<file path="config.mk">
export PLATFORM = sky130hd
export DESIGN_NAME = mem_port_arbiter
export DESIGN_NICKNAME = d
export VERILOG_FILES = /design/src/rtl/mem_port_arbiter.sv
export SDC_FILE = /design/constraint.sdc
export NUM_CORES = 1
export LEC_CHECK = 0
export BUFFER_PORTS_ARGS = -buffer_cell sky130_fd_sc_hd__buf_4
export CORE_AREA = 2 2 657 659
export DETAILED_ROUTE_END_ITERATION = 8
export DIE_AREA = 0 0 659 661
export GPL_TIMING_DRIVEN = 0
export SYNTH_ARGS = -nofsm -noshare
export SYNTH_HDL_FRONTEND = slang
export SYNTH_SLANG_ARGS = --single-unit
</file>
<file path="constraint.sdc">
create_clock -name clk_i -period 2.5 [get_ports clk_i]
set_input_delay 0.125 -clock clk_i [delete_from_list [all_inputs] [get_ports clk_i]]
set_output_delay 0.125 -clock clk_i [all_outputs]
set_load 0.03 [all_outputs]
</file>
<file path="src/rtl/mem_port_arbiter.sv">
// mem_port_arbiter
// Shares one line-wide data memory port between requester 0 (instruction
// cache) and requester 1 (data cache). The port is granted round-robin and
// held for a whole transaction. After every transaction there is one RELEASE
// cycle, so memory always sees enable drop between transactions.
// Saturating counters record how many transactions each requester completed.
//
// Handshake (same on each requester side and on the memory side):
//   enable rises with write/addr/data valid and stays high with them stable
//   until ack. ack is a one-cycle pulse that completes the transaction. Read
//   data is valid only in the cycle ack is high. A requester may drop enable
//   before ack to abandon its transaction. Memory then sees enable fall with
//   no ack.
module mem_port_arbiter #(
  parameter int ADDR_W = 32,
  parameter int LINE_W = 256,
  parameter int CNT_W  = 16
) (
  input  logic              clk_i,
  input  logic              rst_i,
  // requester 0 (instruction cache)
  input  logic              m0_enable_i,
  input  logic              m0_write_i,
  input  logic [ADDR_W-1:0] m0_addr_i,
  input  logic [LINE_W-1:0] m0_data_i,
  output logic [LINE_W-1:0] m0_data_o,
  output logic              m0_ack_o,
  // requester 1 (data cache)
  input  logic              m1_enable_i,
  input  logic              m1_write_i,
  input  logic [ADDR_W-1:0] m1_addr_i,
  input  logic [LINE_W-1:0] m1_data_i,
  output logic [LINE_W-1:0] m1_data_o,
  output logic              m1_ack_o,
  // shared data memory port
  output logic              mem_enable_o,
  output logic              mem_write_o,
  output logic [ADDR_W-1:0] mem_addr_o,
  output logic [LINE_W-1:0] mem_data_o,
  input  logic [LINE_W-1:0] mem_data_i,
  input  logic              mem_ack_i,
  // status
  output logic [1:0]        grant_o,
  output logic [CNT_W-1:0]  m0_count_o,
  output logic [CNT_W-1:0]  m1_count_o,
  // debug view of the arbitration state (IDLE=0, GRANT0=1, GRANT1=2, RELEASE=3)
  output logic [1:0]        state_o
);

  typedef enum logic [1:0] {
    ST_IDLE    = 2'd0,
    ST_GRANT0  = 2'd1,
    ST_GRANT1  = 2'd2,
    ST_RELEASE = 2'd3
  } state_t;

  localparam logic [CNT_W-1:0] CNT_ONE = CNT_W'(1);
  localparam logic [CNT_W-1:0] CNT_MAX = {CNT_W{1'b1}};

  state_t           r_state;
  state_t           w_next_state;
  // r_last holds the requester that most recently completed. A tie in IDLE
  // goes to the other one. Reset value 1 lets requester 0 win the first tie.
  logic             r_last;
  logic             w_next_last;
  logic             w_done0;
  logic             w_done1;
  logic             w_own0;
  logic             w_own1;
  logic [CNT_W-1:0] r_m0_count;
  logic [CNT_W-1:0] r_m1_count;

  assign w_own0  = (r_state == ST_GRANT0);
  assign w_own1  = (r_state == ST_GRANT1);
  assign state_o = r_state;

  // State register and round-robin history
  always_ff @(posedge clk_i or negedge rst_i) begin
    if (!rst_i) begin
      r_state <= ST_IDLE;
      r_last  <= 1'b1;
    end else begin
      r_state <= w_next_state;
      r_last  <= w_next_last;
    end
  end

  // Next-state: arbitrate in IDLE, detect completion or abort while granted
  always_comb begin
    w_next_state = r_state;
    w_next_last  = r_last;
    w_done0      = 1'b0;
    w_done1      = 1'b0;
    case (r_state)
      ST_IDLE: begin
        if (m0_enable_i && m1_enable_i) begin
          w_next_state = r_last ? ST_GRANT0 : ST_GRANT1;
        end else if (m0_enable_i) begin
          w_next_state = ST_GRANT0;
        end else if (m1_enable_i) begin
          w_next_state = ST_GRANT1;
        end
      end
      ST_GRANT0: begin
        // ack wins over a simultaneous enable drop: it is still a completion
        if (mem_ack_i) begin
          w_done0      = 1'b1;
          w_next_last  = 1'b0;
          w_next_state = ST_RELEASE;
        end else if (!m0_enable_i) begin
          w_next_state = ST_RELEASE;
        end
      end
      ST_GRANT1: begin
        if (mem_ack_i) begin
          w_done1      = 1'b1;
          w_next_last  = 1'b1;
          w_next_state = ST_RELEASE;
        end else if (!m1_enable_i) begin
          w_next_state = ST_RELEASE;
        end
      end
      ST_RELEASE: begin
        w_next_state = ST_IDLE;
      end
      default: begin
        w_next_state = ST_IDLE;
      end
    endcase
  end

  // Memory-side mux: only the owner's request reaches memory, else all zero
  always_comb begin
    mem_enable_o = 1'b0;
    mem_write_o  = 1'b0;
    mem_addr_o   = '0;
    mem_data_o   = '0;
    if (w_own0) begin
      mem_enable_o = m0_enable_i;
      mem_write_o  = m0_write_i;
      mem_addr_o   = m0_addr_i;
      mem_data_o   = m0_data_i;
    end else if (w_own1) begin
      mem_enable_o = m1_enable_i;
      mem_write_o  = m1_write_i;
      mem_addr_o   = m1_addr_i;
      mem_data_o   = m1_data_i;
    end
  end

  // Requester-side returns: ack only to the owner. Read data is broadcast
  // and forced to zero while reset is asserted.
  always_comb begin
    grant_o   = {w_own1, w_own0};
    m0_ack_o  = w_own0 & mem_ack_i;
    m1_ack_o  = w_own1 & mem_ack_i;
    m0_data_o = rst_i ? mem_data_i : '0;
    m1_data_o = rst_i ? mem_data_i : '0;
  end

  // Saturating completed-transaction counters
  always_ff @(posedge clk_i or negedge rst_i) begin
    if (!rst_i) begin
      r_m0_count <= '0;
      r_m1_count <= '0;
    end else begin
      if (w_done0 && (r_m0_count != CNT_MAX)) begin
        r_m0_count <= r_m0_count + CNT_ONE;
      end
      if (w_done1 && (r_m1_count != CNT_MAX)) begin
        r_m1_count <= r_m1_count + CNT_ONE;
      end
    end
  end

  assign m0_count_o = r_m0_count;
  assign m1_count_o = r_m1_count;

endmodule

</file>
==> qor.txt <==
non-filler instance count after layout -> 8,579
Vert. Die Dim -> 661 um
CTS sink cnt -> 35
routed wire length -> 380,000 um
placed cells -> 8,462
drt via density -> 2.19
Die ar. -> 436,000 um2
drt wl/cell -> 44.3 um
RSZ-0062 raised after global routing -> true
Reg area -> 878 um2
Die X -> 659 um
DRT Pass-1 Iters -> 6
area leader, netlist -> a22o_1
dpl hpwl -> 355,000 um
clk root buf -> clkbuf_16
Hold Fails Final Rpt -> 0
Avg Cell Area, Syn -> 7.68 um2
endpoints failing setup -> 0
CTS max path bufs -> 2
Final Util -> 7.57%
Multi-input gate area -> 5970 um2
Final min period -> 2.48 ns
pin count of the biggest net entering global routing -> 35
Initial Util -> 1.92%
most frequent cells after synthesis -> a22o_1 (288), and2_1 (258), buf_4 (258), clkbuf_1 (91), dfrtp_1 (34)
gpl congestion -> 1.51
Req. time, crit path -> 2.38 ns
CTS Buf Count -> 5
crit path max-delay cell type -> dfrtp_2
GR Overflow Total -> 0
grt met3 use -> 10.9%
crit-path cells -> inv_2 -> ha_4 -> nor2b_4 -> buf_12 -> clkbuf_16 -> clkbuf_16 -> a22o_1 -> buf_12
Clk Latency, worst-skew pair -> 0.34 ns
Worst path max stage delay -> 0.45 ns
final worst-path cycle share -> 99.1%
met2 Use GR -> 30.1%
status -> complete, no violations
Clock H-tree levels -> 2
Final nets -> 3,650
PD cells -> 1120 nW/um2
Main synth FF type -> dfrtp_1
clk_skew -> 0.0132 ns
Max Fanout on Critical Path -> 8
Hold Crit Depth -> 4
Area Overhead vs Synth -> 295%
Syn Nets -> 1,917
Cells after Synth -> 1,072
Core Area -> 429,000 um2
VDD IR max -> 0.00103 V
r2r worst-path depth -> 5
DRC -> 0
nature of the critical path startpoint -> register
CTS tree -> yes
post-synth top area share -> 30.7%
Yosys cell types -> 40
Worst-path clk slew -> 0.08 ns
static leakage -> 14.3 nW
post-synthesis sequential area ratio -> 10.7%
yosys warns -> 0
Hold Slack -> 0.198 ns
crit end category -> primary output
global-route usage over all layers -> 16.7%
Post-synth EDFFs -> 0
initial antenna violation count -> 340
measured slew at the worst slew-check pin -> 0.929 ns
IO Pins -> 1,679
vias in the first global route -> 16,800
most numerous cell in the Yosys netlist -> a22o_1
top cells by area, synth -> a22o_1 (31%), buf_4 (24%), and2_1 (20%)
# fillers -> 50,200
critical setup path kind -> register to primary output
WP data arrival -> 2.35 ns
port buffer count -> 1,678
Iter 0 DRT Violations -> 1,428
first-pass GRT wire length -> 414,000 um
Final ANT Viol Nets -> 0
gr busiest metal -> met2
layout cell share with drive strength beyond 1 -> 77.8%
via count -> 18,800
final setup margin -> 0.0221 ns
worst hold-check path type -> input port to register
ys async rst share -> 100%
Cell Area, Synth -> 8230 um2
Yosys reg bits -> 35
# Max-Cap Violations -> 0
DP Worst Slack -> -2.58 ns
standard-cell rows -> 241
met1 Use GR -> 14.6%
max frequency -> 404 MHz
slew margin rel. -> 37.3%
Final Max Slew Viols -> 0
==> critical path: cells and delay by family, from the launching register on <==
family	cells	cell delay, ns
AOI/OAI and AO/OA	1	0.17
adders and majority gates	1	0.15
DFF	1	0.45
and+or+nand+nor	1	0.28
buffers and inverters	5	0.86
==> logic make-up (layout without fill, tap and decap cells) <==
logic type | count (synthesis) | after routing | synth area share, %
flops | 35 | 35 | 10.7
simple gates | 335 | 335 | 25.0
compound gates | 301 | 301 | 31.6
fa+ha+maj | 6 | 6 | 0.912
other cells | 0 | 63 | 0
mux | 4 | 4 | 0.578
buf+inv | 364 | 2098 | 28.4
xor+xnor | 27 | 27 | 2.87
==> registers in the layout, indices dropped and copies added (netlist names) <==
register / count
m1_count_o: 16
state_o: 2
r_last: 1
m0_count_o: 16
==> per-layer routing <==
metal	vias to the layer above	part of all wire [%]
li1	7138	-
met3	926	15
met1	8498	30
met2	2061	50
met5	-	0.36
met4	176	5.4
==> report_power, final <==
| group | switching [W] | internal [W] |
|---|---|---|
| registers | 0.000138 | 0.000670 |
| logic | 0.0220 | 0.0127 |
| clock network | 0.000362 | 0.000372 |
| total | 0.0225 | 0.0138 |
==> metrics by stage <==
step	instance area (um2)	TNS, ns	total power (W)
finish	32500	0	0.0363
global route	32400	-1.92	0.0375
CTS	31900	-6.52	0.0362
detailed placement	28000	-772.22	0.0281
global placement	28000	-772.50	0.0280
floorplan	8230	0	0.0110
==> cell usage in the layout (no fill, tap or decap), types with 12 or more instances in the layout <==
cell       instances
xnor2_1           14
clkbuf_1          25
buf_6            101
buf_4           1738
buf_12            98
buf_8             23
clkbuf_4          13
and2_1           257
dfrtp_1           33
clkbuf_2          15
a22o_1           183
xor2_1            13
a22o_4           105
clkbuf_8          19
clkbuf_16         46
diode_2           63
nand2_1           12
==> timing repair <==
item	in CTS	in global routing
hold buffers	2	0
hold endpoints to repair	34	0
buffers inserted	13	7
gates resized for setup	672	73
pin swaps	18	7
gates cloned	27	0
endpoints found under the setup margin	795	220
==> worst paths after layout <==
kind,end,slack (ns),start
min in group asynchronous,r_last,0.83,rst_i
hold / removal,state_o[1],0.20,m0_enable_i
setup / recovery,mem_data_o[222],0.02,state_o[0]
max in group asynchronous,m1_count_o[1],1.30,rst_i
hold reg to reg,r_last,0.46,r_last
setup reg to reg,m1_count_o[13],0.34,m1_count_o[0]
==> final cells by class <==
type	count	share of cell area, %
clock inverter	1	0.0154
sequential	35	2.70
inverter	11	0.127
timing repair buffer	1728	46.5
antenna	63	0.485
multi-input combinational	673	18.4
tap	5710	22.0
buffer	351	9.35
clock buffer	7	0.408
No activity file was read; power rests on OpenSTA's default activity.
